`config.mk`:
```
export PLATFORM = sky130hd
export DESIGN_NAME = bcd_disp_ctrl
export DESIGN_NICKNAME = d
export VERILOG_FILES = /design/src/rtl/bcd_disp_ctrl.sv
export SDC_FILE = /design/constraint.sdc
export NUM_CORES = 1
export LEC_CHECK = 0
export CORE_ASPECT_RATIO = 0.5
export CORE_UTILIZATION = 63
export CTS_CLUSTER_DIAMETER = 40
export DETAILED_ROUTE_END_ITERATION = 10
export DONT_BUFFER_PORTS = 1
export GPL_TIMING_DRIVEN = 0
export PLACE_DENSITY = 0.79
export SYNTH_ARGS = -nofsm -noshare
export SYNTH_HDL_FRONTEND = slang
export SYNTH_SLANG_ARGS = --single-unit
```
`constraint.sdc`:
```
create_clock -name clk -period 1.8 [get_ports clk]
set_input_delay 0.27 -clock clk [delete_from_list [all_inputs] [get_ports clk]]
set_output_delay 0.27 -clock clk [all_outputs]
set_load 0.02 [all_outputs]
```
`src/rtl/bcd_disp_ctrl.sv`:
```
// Arbitrated 7-bit binary to 3-digit BCD seven-segment display controller (double-dabble).
// Optional macro LEADING_ZERO_BLANK_EN blanks leading-zero hundreds/tens digits.
module bcd_disp_ctrl #(
    parameter int unsigned HOLD_CYC = 4
) (
    input  logic       clk,
    input  logic       rst_n,
    input  logic       req_a,
    input  logic [6:0] val_a,
    output logic       gnt_a,
    input  logic       req_b,
    input  logic [6:0] val_b,
    output logic       gnt_b,
    output logic       busy,
    output logic       done,
    output logic [6:0] seg0,   // bit 6 = segment a ... bit 0 = segment g, active-low
    output logic [6:0] seg1,
    output logic [6:0] seg2
);

    localparam logic [1:0] IDLE   = 2'd0;
    localparam logic [1:0] SHIFT  = 2'd1;
    localparam logic [1:0] UPDATE = 2'd2;
    localparam logic [1:0] HOLD   = 2'd3;

    localparam logic [7:0] HOLD_LAST = (HOLD_CYC == 0) ? 8'd0 : 8'(HOLD_CYC - 1);
    localparam logic [6:0] SEG_BLANK = 7'b1111111;
    localparam logic [6:0] SEG_ZERO  = 7'b0000001;
`ifdef LEADING_ZERO_BLANK_EN
    localparam logic [6:0] SEG_RST_HI = SEG_BLANK;
`else
    localparam logic [6:0] SEG_RST_HI = SEG_ZERO;
`endif

    function automatic logic [6:0] seg_enc(input logic [3:0] d);
        case (d)
            4'd0:    return 7'b0000001;
            4'd1:    return 7'b1001111;
            4'd2:    return 7'b0010010;
            4'd3:    return 7'b0000110;
            4'd4:    return 7'b1001100;
            4'd5:    return 7'b0100100;
            4'd6:    return 7'b0100000;
            4'd7:    return 7'b0001111;
            4'd8:    return 7'b0000000;
            4'd9:    return 7'b0001100;
            default: return SEG_BLANK;
        endcase
    endfunction

    function automatic logic [3:0] add3(input logic [3:0] d);
        return (d >= 4'd5) ? d + 4'd3 : d;
    endfunction

    logic [1:0]  r_state;
    logic [7:0]  r_cnt;
    logic [6:0]  r_cap;
    logic [11:0] r_bcd;
    logic        r_last_b;
    logic        r_busy;
    logic        r_done;
    logic [6:0]  r_seg0, r_seg1, r_seg2;

    logic [1:0]  w_next;
    logic        w_pick_a, w_pick_b, w_idle;
    logic [3:0]  w_hund, w_tens, w_ones;
    logic [3:0]  w_tens_adj, w_ones_adj;

    // Round-robin: on a tie, A wins only if B was granted last.
    assign w_pick_a = req_a && (!req_b || r_last_b);
    assign w_pick_b = req_b && !w_pick_a;
    assign w_idle   = rst_n && (r_state == IDLE);
    assign gnt_a    = w_idle && w_pick_a;
    assign gnt_b    = w_idle && w_pick_b;

    assign w_hund     = r_bcd[11:8];
    assign w_tens     = r_bcd[7:4];
    assign w_ones     = r_bcd[3:0];
    assign w_tens_adj = add3(w_tens);
    assign w_ones_adj = add3(w_ones);

    always_comb begin
        w_next = r_state;
        case (r_state)
            IDLE:   if (req_a || req_b) w_next = SHIFT;
            SHIFT:  if (r_cnt == 8'd6) w_next = UPDATE;
            UPDATE: w_next = (HOLD_CYC == 0) ? IDLE : HOLD;
            HOLD:   if (r_cnt == HOLD_LAST) w_next = IDLE;
            default: w_next = IDLE;
        endcase
    end

    always_ff @(posedge clk or negedge rst_n) begin
        if (!rst_n) begin
            r_state  <= IDLE;
            r_cnt    <= '0;
            r_cap    <= '0;
            r_bcd    <= '0;
            r_last_b <= 1'b1;
            r_busy   <= 1'b0;
            r_done   <= 1'b0;
            r_seg0   <= SEG_ZERO;
            r_seg1   <= SEG_RST_HI;
            r_seg2   <= SEG_RST_HI;
        end else begin
            r_state <= w_next;
            r_busy  <= (w_next != IDLE);
            r_done  <= (r_state == UPDATE);
            case (r_state)
                IDLE: begin
                    if (w_pick_a || w_pick_b) begin
                        r_cap    <= w_pick_a ? val_a : val_b;
                        r_bcd    <= '0;
                        r_cnt    <= '0;
                        r_last_b <= w_pick_b;
                    end
                end
                SHIFT: begin
                    // Hundreds never exceeds 1 for a 7-bit input, so its add-3 step is a no-op.
                    r_bcd <= {w_hund[2:0], w_tens_adj, w_ones_adj, r_cap[6]};
                    r_cap <= {r_cap[5:0], 1'b0};
                    r_cnt <= r_cnt + 8'd1;
                end
                UPDATE: begin
                    r_cnt  <= '0;
                    r_seg0 <= seg_enc(w_ones);
`ifdef LEADING_ZERO_BLANK_EN
                    r_seg1 <= (w_hund == 4'd0 && w_tens == 4'd0) ? SEG_BLANK : seg_enc(w_tens);
                    r_seg2 <= (w_hund == 4'd0) ? SEG_BLANK : seg_enc(w_hund);
`else
                    r_seg1 <= seg_enc(w_tens);
                    r_seg2 <= seg_enc(w_hund);
`endif
                end
                HOLD: r_cnt <= r_cnt + 8'd1;
                default: r_cnt <= '0;
            endcase
        end
    end

    assign busy = r_busy;
    assign done = r_done;
    assign seg0 = r_seg0;
    assign seg1 = r_seg1;
    assign seg2 = r_seg2;

endmodule

```
# Word-level counts from Yosys, hierarchy flattened
# Memory sizes are Yosys's and may differ from the RTL's. A register that Yosys moved wholly into a read port is not among the register bits.
# Index checks and enable logic that the tools add are counted.
# word_totals
ff_bits	32
romBits	336
in_bits	18
output_inout_bits	25
elab_cells	53
mem_count	3
# mem_list
name	depth	word_bits	rd	rd_clocked_by_memory_dff	wr	line	source
(no name shown)	16	7	1	1	0	36	case (d)
(no name shown)	16	7	1	1	0	36	
(no name shown)	16	7	1	1	0	36	
# classes
n_addsub	3
order_cmp	2
n_eq_ne	6
muxes	13
n_reduce_logical	19
# ops
cell	n
$pmux W12 S2	1
$pmux W8 S3	1
$mux W7	2
$pmux W7 S2	1
$mux W12	1
$add A4 B2 Y4 const B	2
$add A8 B1 Y8 const B	1
$eq A8 B2 Y1 const B	1
$eq A8 B3 Y1 const B	1
$ge A4 B3 Y1 const B	2
$mux W4	2
$mux W8	1
$pmux W2 S4	1
$mux W2	3
$logic_and A1 B1 Y1	5
$logic_not A1 Y1	5
$eq A2 B2 Y1 const B	2
$reduce_and A2 Y1	2
$reduce_bool A2 Y1	2
$logic_or A1 B1 Y1	3
$eq A2 B1 Y1 const B	1
$logic_not A2 Y1	1
$ne A2 B1 Y1 const B	1
$reduce_or A2 Y1	1

# Logic depth before layout (Yosys ltp)
# Gate-level depths: netlist of run 1.
# logic_depth
word_depth	8
depth_mapped	6
depth_no_buf	6

# Worst setup path before layout of run 1
# OpenSTA, ideal clock, no wires.
# synth_timing
path_kind	flip-flop to output port
startpoint	register r_state[1]
endpoint	output gnt_b
t_arrival_ns	1.324
required_time_ns	1.530
slack_ns	0.206
path_stages_with_launch	5
path_buffers	1
path_cell_list	dfrtp_1 buf_2 nor2_1 nand2_1 nor3b_1
# synth_between
elab_chain_cells	3
# synth_lines
element	line	source
start: declaration	55	logic [1:0] r_state;
start signal: assignment	106	r_state <= w_next;
$logic_not A2 Y1	72	assign w_idle = rst_n && (r_state == IDLE);
$logic_and A1 B1 Y1	72	
$logic_and A1 B1 Y1	74	assign gnt_b = w_idle && w_pick_b;
end: declaration	13	output logic gnt_b,
# Every way passes these cells.

# Final worst setup path of run 1
# Same ends and word-level chain as after synthesis.

==> flow_summary.toml, run 1 <==
[critical_path]
timing.critical_path.max_delay_family = "simple AND/OR/NAND/NOR gates"
timing_worst_setup_path_type = "flip-flop to output pin"
critical_path.endpoint_type = "output pin"
crit_chain = "buf_2, nor2_4, nand2_1, nor3b_4"
worst-path-max-fanout = 9
worst_path_largest_cell_delay_ns = 0.36
critPathBufInv = 1
cp_data_arrival_time_ns = 1.43
startpoint_type = "flip-flop"
critPathSlowestCell = "sky130_fd_sc_hd__dfrtp_1"
worstPathRequired_ns = 1.53

[global_routing]
grtUsageTotal = 0.267
grt_max_degree = 54
grt_pass1_vias = 2167
initial_antenna_violation_count = 1
global_route.overflow_total = 0
grt_first_pass_wirelength_um = 10200

[placement]
finalWeightedCongestion = 0.888
setup_slack_after_placement_ns = 0.108
port_buffers = 0
place.detailed.hpwl_um = 4300

[sta]
period_needed_ns = 1.70
final.setup_skew_ns = 0.00993
timing.final.max_slew_violations = 0
fin_setup_tns_ns = 0
finalHoldViolCount = 0
slew_headroom = 0.685
setup_ws_ns = 0.0976
timing.final.crit_share = 0.946
achievable-frequency_mhz = 587
transition_at_the_pin_with_the_smallest_max_transition_slack_ns = 0.469
final-setup-viol-count = 0
rsz0062_at_grt = "false"

[finish]
area.growth.synth_to_final_pct = 8.45
final_layout_size_suffix_gt1_frac = 0.130
antennaDiodeCount = 0
num-fill-cells = 355
final_net_count = 366
finish.utilization = 0.719

[clocking]
clk_pin_slew_ns = 0.10
worst_skew_pair.late_latency_ns = 0.31
cts_tree = "built"
cts_post_setup_buffers_inserted = 0
clock_path_buffers = 2
root_buffer = "sky130_fd_sc_hd__clkbuf_8"
numCtsBuffers = 5
htree_levels = 2
clock-sinks = 53

[yosys]
synth.yosys.warnings = 0
syn_inst = 322
synth_cell_types = 42
synth.ff_latch_count = 53
synthesis.nets = 357
syn-cell-area_mm2 = 0.00295
avgSynthCellArea_um2 = 9.15
synth_seq_area_share = 0.452

[route]
dr.first_iter.drc_count = 115
post_drt_wl_per_cell_um = 15.8
detail_route.vias_per_cell = 5.90
post-route-drc-count = 0
routed_wirelength_um = 6150
via_count = 2296
detail-route-antenna-nets = 0
first_pass_detailed_route_iteration_total = 4

[pwr]
p_clk_frac = 0.152
total_leakage_power_nw = 1.42
power.share.switching = 0.443
cellPowerDensity_mw_per_mm2 = 1710
seq_power_share = 0.422
ir_drop_uv = 784
switching_component_of_the_power_mw = 2.42
power.internal_mw = 3.05
power.share.combinational = 0.426

[floorplan]
floorplan.die.width_um = 98.7
die-height_um = 50.4
fp.coreArea_mm2 = 0.00445
initial_utilization = 0.663
io_pins = 43
die_outline_area_mm2 = 0.00497
std_cell_rows = 17

[run]
maxCapViolations = 0

[run_status]
status = "finished clean"

[worst_hold_path]
worstHoldPathType = "primary input to flip-flop"
==> worst paths after layout <==
| path | startpoint | end | slack, ns | depth (start not counted) |
|---|---|---|---|---|
| max | r_state[1]$_DFF_PN0_ | gnt_b | 0.1 | 4 |
| min | req_a | r_last_b$_DFFE_PN1P_ | 0.03 | 1 |
| max reg2reg | r_bcd[0]$_DFFE_PN0P_ | r_bcd[3]$_DFFE_PN0P_ | 0.14 | 6 |
| min reg2reg | r_cap[6]$_DFFE_PN0P_ | r_bcd[0]$_DFFE_PN0P_ | 0.51 | 2 |
| max in group asynchronous | rst_n | r_last_b$_DFFE_PN1P_ | 1.04 | 2 |
| min in group asynchronous | rst_n | seg2[4]$_DFFE_PN0P_ | 0.46 | 2 |
==> power groups by stage <==
stage | combinational, mW | clock [mW] | sequential, mW
finish | 2.33 | 0.830 | 2.31
global route | 2.66 | 0.882 | 2.37
CTS | 2.31 | 0.847 | 2.30
detailed placement | 2.25 | 0 | 2.32
global placement | 2.17 | 0 | 2.29
floorplan | 1.81 | 0 | 2.20
==> layout by cell type (no fill, tap or decap), types with 3 or more instances in the layout <==
master	synthesis	routed
sky130_fd_sc_hd__a21oi_1	16	16
sky130_fd_sc_hd__a22oi_1	7	7
sky130_fd_sc_hd__buf_2	12	12
sky130_fd_sc_hd__clkbuf_1	3	3
sky130_fd_sc_hd__clkbuf_8	0	5
sky130_fd_sc_hd__dfrtp_1	49	46
sky130_fd_sc_hd__dfrtp_2	0	3
sky130_fd_sc_hd__dfstp_2	4	4
sky130_fd_sc_hd__ha_1	17	17
sky130_fd_sc_hd__inv_1	12	12
sky130_fd_sc_hd__mux2i_1	7	7
sky130_fd_sc_hd__nand2_1	48	48
sky130_fd_sc_hd__nand2b_1	10	10
sky130_fd_sc_hd__nand3_1	15	15
sky130_fd_sc_hd__nor2_1	14	12
sky130_fd_sc_hd__nor2b_1	5	5
sky130_fd_sc_hd__o21ai_0	44	44
sky130_fd_sc_hd__o21ai_1	5	5
sky130_fd_sc_hd__o21ai_2	3	3
sky130_fd_sc_hd__o22ai_1	5	5
sky130_fd_sc_hd__o31ai_1	7	7
sky130_fd_sc_hd__xnor2_1	5	5
sky130_fd_sc_hd__xor2_1	5	5
==> layer usage <==
layer / part of all wire / GRT usage
met4: 0.0026 / 0.0697
met2: 0.46 / 0.448
met1: 0.47 / 0.353
met3: 0.058 / 0.0627
met5: 0 / 0
==> repair_timing <==
item,CTS,global route
pin swaps,0,1
hold buffers,2,0
hold endpoints to repair,53,0
resized for setup,4,4
setup endpoints to repair,1,6
==> Yosys cell counts (all sizes together) <==
| cell | count | area (um2) |
|---|---|---|
| o21ai | 53 | 288 |
| dfrtp | 49 | 1230 |
| nand2 | 48 | 180 |
| ha | 17 | 213 |
| a21oi | 16 | 80.1 |
| nand3 | 15 | 75.1 |
| buf | 14 | 78.8 |
| inv | 14 | 52.6 |
| nor2 | 14 | 52.6 |
| nand2b | 10 | 62.6 |
| a22oi | 7 | 52.6 |
| mux2i | 7 | 70.1 |
| o31ai | 7 | 52.6 |
| nor2b | 5 | 31.3 |
| o22ai | 5 | 31.3 |
| xnor2 | 5 | 43.8 |
| xor2 | 5 | 43.8 |
| clkbuf | 4 | 16.3 |
| dfstp | 4 | 105 |
| nor3b | 3 | 22.5 |
| and3 | 2 | 12.5 |
| nor3 | 2 | 10.0 |
| o21a | 2 | 15.0 |
| o2bb2ai | 2 | 17.5 |
| o311ai | 2 | 17.5 |
| a22o | 1 | 8.76 |
| a31oi | 1 | 6.26 |
| a41o | 1 | 10.0 |
| a41oi | 1 | 8.76 |
| mux2 | 1 | 11.3 |
| nand4 | 1 | 6.26 |
| nor4 | 1 | 21.3 |
| o21bai | 1 | 7.51 |
| o31a | 1 | 8.76 |
| or2 | 1 | 8.76 |
==> metrics by stage <==
stage / total power, mW / area [um2] / std cells / hold WS (ns)
3_5_place_dp: 4.57 / 3020 / 379 / -0.0246
6_report: 5.47 / 3200 / 389 / 0.0259
5_1_grt: 5.91 / 3200 / 389 / 0.0269
2_1_floorplan: 4.02 / 2950 / 322 / -0.0256
4_1_cts: 5.45 / 3190 / 389 / 0.0176
3_3_place_gp: 4.46 / 3020 / 379 / -0.0247
==> final cells by class <==
| class | count | area [um2] | share of cell area |
|---|---|---|---|
| clock buffers | 5 | 68.8 | 0.0215 |
| inverters | 14 | 52.6 | 0.0164 |
| multi-input cells | 237 | 1490 | 0.466 |
| clock inverters | 3 | 46.3 | 0.0145 |
| repair buffers | 2 | 37.5 | 0.0117 |
| well taps | 57 | 71.3 | 0.0223 |
| plain buffers | 18 | 95.1 | 0.0297 |
| flip-flops and latches | 53 | 1340 | 0.418 |
==> flip-flops by register name (all words and copies together) (netlist names) <==
name and cells:
busy 1, done 1, r_bcd 12, r_cap 7, r_cnt 8, r_last_b 1, r_state 2, seg0 7
seg1 7, seg2 7
==> cells by family (layout without fill, tap and decap cells) <==
kind of cell | Yosys count | in the layout | synth area share
AO/OA/AOI/OAI | 100 | 100 | 0.205
XOR/XNOR | 10 | 10 | 0.0297
adder cells (fa/ha/maj) | 17 | 17 | 0.0722
buffers and inverters | 32 | 42 | 0.0501
flip-flops | 53 | 53 | 0.452
multiplexers | 8 | 8 | 0.0276
AND/OR/NAND/NOR | 102 | 102 | 0.164
(Power assumes the default switching activity.)
==> inputs of run 2 (changes only) <==
--- a/config.mk
+++ b/config.mk
@@ -6,12 +6,12 @@
 export NUM_CORES = 1
 export LEC_CHECK = 0
 export CORE_ASPECT_RATIO = 0.5
-export CORE_UTILIZATION = 63
+export CORE_UTILIZATION = 60
 export CTS_CLUSTER_DIAMETER = 40
 export DETAILED_ROUTE_END_ITERATION = 10
 export DONT_BUFFER_PORTS = 1
 export GPL_TIMING_DRIVEN = 0
-export PLACE_DENSITY = 0.79
+export PLACE_DENSITY = 0.76
 export SYNTH_ARGS = -nofsm -noshare
 export SYNTH_HDL_FRONTEND = slang
 export SYNTH_SLANG_ARGS = --single-unit
==> run 2 against run 1 <==
  * Core utilization down 2.0 points
  * Clock-buffer cell count did not move
  * Clock power shrank 19%
  * Largest cell class unchanged
  * Worst hold slack got worse by 0.0051 ns
  * Register-to-register slack improved by 0.04 ns
  * Total power is 3.1% lower
  * Sequential share of layout area is 0.21 points higher
==> flow_summary.toml, run 2 (synthesis gave the netlist of run 1 again) <==
[finish]
final_net_count = 366
most-common-layout-cells = "sky130_fd_sc_hd__nand2_1, sky130_fd_sc_hd__dfrtp_1, sky130_fd_sc_hd__o21ai_0"
antennaDiodeCount = 0
largest_reg_flops = 12
final_layout_size_suffix_gt1_frac = 0.130
final_common_cell = "sky130_fd_sc_hd__nand2_1"
area.growth.synth_to_final_pct = 7.89
registers.top_by_ff_count = "r_bcd"
layout_top_registers = "r_bcd (12), r_cnt (8)"

[floorplan]
floorplan.die.width_um = 101
fp.coreArea_mm2 = 0.00455
die-height_um = 51.6
std_cell_rows = 17
io_pins = 43
die_outline_area_mm2 = 0.00521
initial_utilization = 0.648

[pwr]
cellPowerDensity_mw_per_mm2 = 1670
finalPower_mw = 5.30
power.share.combinational = 0.438
switching_component_of_the_power_mw = 2.40
ir_drop_uv = 814
p_clk_frac = 0.127
power.share.switching = 0.453
seq_power_share = 0.435
power.internal_mw = 2.90
total_leakage_power_nw = 1.41

[placement]
place.detailed.hpwl_um = 4330
port_buffers = 0
finalWeightedCongestion = 0.853

[clocking]
htree_levels = 2
worst_skew_pair.late_latency_ns = 0.31
cts_tree = "built"
cts_post_setup_buffers_inserted = 0
clk_pin_slew_ns = 0.09
root_buffer = "sky130_fd_sc_hd__clkbuf_8"
numCtsBuffers = 5
clock-sinks = 53
clock_path_buffers = 2

[sta]
timing.final.crit_share = 0.949
finalHoldViolCount = 0
timing.final.max_slew_violations = 0
achievable-frequency_mhz = 585
final.setup_skew_ns = 0.0106
period_needed_ns = 1.71
rsz0062_at_grt = "false"
final-setup-viol-count = 0
slew_headroom = 0.696
fin_setup_tns_ns = 0
transition_at_the_pin_with_the_smallest_max_transition_slack_ns = 0.452

[route]
routed_wirelength_um = 6180
detail_route.vias_per_cell = 5.80
via_count = 2309
post-route-drc-count = 0
post_drt_wl_per_cell_um = 15.5
first_pass_detailed_route_iteration_total = 5
detail-route-antenna-nets = 0
dr.first_iter.drc_count = 126

[critical_path]
worst_path_largest_cell_delay_ns = 0.37
timing_worst_setup_path_type = "flip-flop to output pin"
critical_path.endpoint_type = "output pin"
critPathSlowestCell = "sky130_fd_sc_hd__dfrtp_1"
crit_chain = "buf_2, nor2_4, nand2_1, nor3b_4"
worst-path-max-fanout = 9
cp_data_arrival_time_ns = 1.44
worstPathRequired_ns = 1.53
startpoint_type = "flip-flop"

[worst_hold_path]
worstHoldPathType = "primary input to flip-flop"

[global_routing]
global_route.overflow_total = 0
grt_max_degree = 54
grt_pass1_vias = 2198
grtUsageTotal = 0.265
initial_antenna_violation_count = 1
grt_first_pass_wirelength_um = 10400

[run_status]
status = "finished clean"

[run]
maxCapViolations = 0
==> run 2: power by group through the flow <==
stage / Clock (mW) / Sequential [mW] / Combinational (mW)
after CTS: 0.688 / 2.29 / 2.30
after global placement: 0 / 2.29 / 2.16
after floorplan: 0 / 2.20 / 1.81
after detailed placement: 0 / 2.32 / 2.24
after global routing: 0.738 / 2.38 / 2.64
final: 0.672 / 2.31 / 2.32
==> run 2: repair_timing <==
action,4_1_cts,5_1_grt
hold buffers,2,0
setup endpoints to repair,1,5
hold endpoints to repair,53,0
resized for setup,3,5
pin swaps,0,1
==> run 2: per-stage QoR <==
step | hold WS (ns) | instance area (um2) | setup slack, ns | utilization | cells
floorplan | -0.0256 | 2950 | 0.206 | - | 322
global placement | -0.0247 | 3030 | 0.138 | 0.666 | 388
detailed placement | -0.0246 | 3030 | 0.105 | 0.666 | 388
CTS | 0.0169 | 3170 | 0.0441 | 0.696 | 398
global route | 0.0203 | 3180 | 0.00566 | 0.699 | 398
finish | 0.0208 | 3180 | 0.0920 | 0.699 | 398
==> run 2: metal layers <==
metal  up-vias  global-route usage  share of wire
met5         -                   0              0
li1       1135                   -              -
met3         6              0.0632          0.079
met2        77               0.451           0.47
met4         0              0.0749          0.010
met1      1091               0.344           0.44
==> run 2: area by class of cell <==
class                           instances  area, um2
Multi-Input combinational cell        237       1490
Fill cell                             367       1370
Sequential cell                        53       1340
Buffer                                 18       95.1
Tap cell                               66       82.6
Clock buffer                            5       68.8
Inverter                               14       52.6
Timing Repair Buffer                    2       37.5
Clock inverter                          3       17.5
==> run 2: worst paths after layout <==
check / end / cells past startpoint / start / slack (ns)
setup / recovery: gnt_b / 4 / r_state[1]$_DFF_PN0_ / 0.09
hold / removal: r_last_b$_DFFE_PN1P_ / 1 / req_a / 0.02
setup reg to reg: r_bcd[3]$_DFFE_PN0P_ / 6 / r_bcd[0]$_DFFE_PN0P_ / 0.18
hold reg to reg: r_bcd[0]$_DFFE_PN0P_ / 2 / r_cap[6]$_DFFE_PN0P_ / 0.48
max in group asynchronous: r_last_b$_DFFE_PN1P_ / 2 / rst_n / 1.04
min in group asynchronous: seg1[6]$_DFFE_PN0P_ / 2 / rst_n / 0.47
==> run 2: critical path, delay by kind of cell, from the launching register on <==
kind	cells	cell delay, ns
AND/OR/NAND/NOR	3	0.58
buffers and inverters	1	0.18
flip-flops	1	0.37
==> inputs of run 3 (changes only) <==
--- a/config.mk
+++ b/config.mk
@@ -7,6 +7,7 @@
 export LEC_CHECK = 0
 export CORE_ASPECT_RATIO = 0.5
 export CORE_UTILIZATION = 60
+export CTS_BUF_LIST = sky130_fd_sc_hd__clkbuf_16
 export CTS_CLUSTER_DIAMETER = 40
 export DETAILED_ROUTE_END_ITERATION = 10
 export DONT_BUFFER_PORTS = 1
==> run 3 against run 2 <==
  * Clock power increased by 43%
  * Final area increased by 1.9%
  * Maximum frequency increased by 0.41%
  * Clock-buffer cell count unchanged
==> flow_summary.toml, run 3 (synthesis gave the netlist of run 1 again) <==
[route]
routed_wirelength_um = 6330
detail_route.vias_per_cell = 5.81
post_drt_wl_per_cell_um = 15.8
detail-route-antenna-nets = 0
first_pass_detailed_route_iteration_total = 4
dr.first_iter.drc_count = 95
via_count = 2324
post-route-drc-count = 0

[pwr]
cellPowerDensity_mw_per_mm2 = 1730
seq_power_share = 0.412
switching_component_of_the_power_mw = 2.47
total_leakage_power_nw = 1.44
power.share.combinational = 0.417
ir_drop_uv = 813
p_clk_frac = 0.171
power.share.switching = 0.440
power.internal_mw = 3.14

[run_status]
status = "finished clean"

[finish]
ff_latch_area_mm2 = 0.00133
final_layout_size_suffix_gt1_frac = 0.127
layout_top_registers = "r_bcd (12), r_cnt (8)"
area.growth.synth_to_final_pct = 9.93
most-common-layout-cells = "sky130_fd_sc_hd__nand2_1, sky130_fd_sc_hd__dfrtp_1, sky130_fd_sc_hd__o21ai_0"
num-fill-cells = 356
final_common_cell = "sky130_fd_sc_hd__nand2_1"
registers.top_by_ff_count = "r_bcd"
area_of_the_multi_input_gates_mm2 = 0.00149
final_net_count = 366
largest_reg_flops = 12

[sta]
rsz0062_at_grt = "false"
setup_ws_ns = 0.0989
finalHoldViolCount = 0
final.setup_skew_ns = 0.00816
fin_setup_tns_ns = 0
timing.final.max_slew_violations = 0
timing.final.crit_share = 0.945
slew_headroom = 0.692
achievable-frequency_mhz = 588
final-setup-viol-count = 0
worst_hold_slack_ns = 0.0380
transition_at_the_pin_with_the_smallest_max_transition_slack_ns = 0.459
period_needed_ns = 1.70

[critical_path]
rr_endpoint = "r_bcd[3]$_DFFE_PN0P_"
worst-path-max-fanout = 7
timing_worst_setup_path_type = "flip-flop to output pin"
crit-reg2reg-launch = "r_bcd[0]$_DFFE_PN0P_"
critical_path.endpoint_type = "output pin"
startpoint_type = "flip-flop"
worstRegToRegCells = 6
cp_data_arrival_time_ns = 1.43
worstPathRequired_ns = 1.53
reg2reg_setup_slack_ns = 0.18

[placement]
finalWeightedCongestion = 0.853
setup_slack_after_placement_ns = 0.105
port_buffers = 0
place.detailed.hpwl_um = 4330

[clocking]
clock_path_buffers = 2
clock-sinks = 53
clk_pin_slew_ns = 0.06
root_buffer = "sky130_fd_sc_hd__clkbuf_16"
numCtsBuffers = 5
worst_skew_pair.late_latency_ns = 0.30
cts_tree = "built"
htree_levels = 2

[worst_hold_path]
worst_hold_path.endpoint = "r_last_b$_DFFE_PN1P_"
hold-path-cell-count = 1
worstHoldPathType = "primary input to flip-flop"
holdCritStartpoint = "req_a"

[global_routing]
grt_pass1_vias = 2225
global_route.overflow_total = 0
grtUsageTotal = 0.270
initial_antenna_violation_count = 0
grt_first_pass_wirelength_um = 10500
grt_max_degree = 54

[floorplan]
die-height_um = 51.6
die_outline_area_mm2 = 0.00521
floorplan.die.width_um = 101
fp.coreArea_mm2 = 0.00455
initial_utilization = 0.648
io_pins = 43
std_cell_rows = 17

[run]
maxCapViolations = 0
run 3: critical path: stages, from the launching register on:
cell and delay (ns):
sky130_fd_sc_hd__dfrtp_1 0.50, sky130_fd_sc_hd__nor2_4 0.20, sky130_fd_sc_hd__nand2_1 0.12, sky130_fd_sc_hd__nor2_1 0.31
run 3: power by group through the flow:
stage	logic [mW]	registers [mW]	clock network, mW
6_report	2.34	2.31	0.958
3_3_place_gp	2.16	2.29	0
4_1_cts	2.30	2.30	0.975
3_5_place_dp	2.24	2.32	0
2_1_floorplan	1.81	2.20	0
5_1_grt	2.65	2.39	1.02
run 3: final cells by class:
cell class,instances,share of cell area
timing repair buffer,2,0.0116
multi-input combinational,237,0.460
clock buffer,5,0.0386
antenna,2,0.00154
buffer,18,0.0293
sequential,53,0.412
tap,66,0.0255
clock inverter,3,0.00541
inverter,14,0.0162
run 3: per-stage QoR:
step           cell area (um2)  power [mW]  utilization  instances
2_1_floorplan             2950        4.02            -        322
3_3_place_gp              3030        4.45        0.666        388
3_5_place_dp              3030        4.55        0.666        388
4_1_cts                   3220        5.57        0.708        398
5_1_grt                   3240        6.05        0.711        398
6_report                  3240        5.61        0.712        400
run 3: layer usage:
layer  part of all wire  vias up  GRT usage
li1                   -     1144          -
met1               0.46     1106      0.335
met2               0.47       64      0.459
met3              0.060       10     0.0806
met4              0.013        0     0.0894
met5                  0        -          0
run 3: how the worst max path moves through the flow:
stage | endpoint | cells after the start | startpoint | slack, ns
after floorplan | gnt_b | 4 | r_state[1]$_DFF_PN0_ | 0.21
after global placement | gnt_b | 4 | r_state[1]$_DFF_PN0_ | 0.14
after detailed placement | gnt_b | 4 | r_state[1]$_DFF_PN0_ | 0.11
after CTS | gnt_a | 4 | r_state[1]$_DFF_PN0_ | 0.07
after global routing | gnt_a | 3 | r_state[0]$_DFF_PN0_ | 0.03
final | gnt_a | 3 | r_state[0]$_DFF_PN0_ | 0.1
run 3: timing repair:
| action | 4_1_cts | 5_1_grt |
|---|---|---|
| hold endpoints to repair | 53 | 0 |
| endpoints found under the setup margin | 1 | 5 |
| hold buffers | 2 | 0 |
| setup buffers | 0 | 0 |
| gates resized for setup | 3 | 4 |
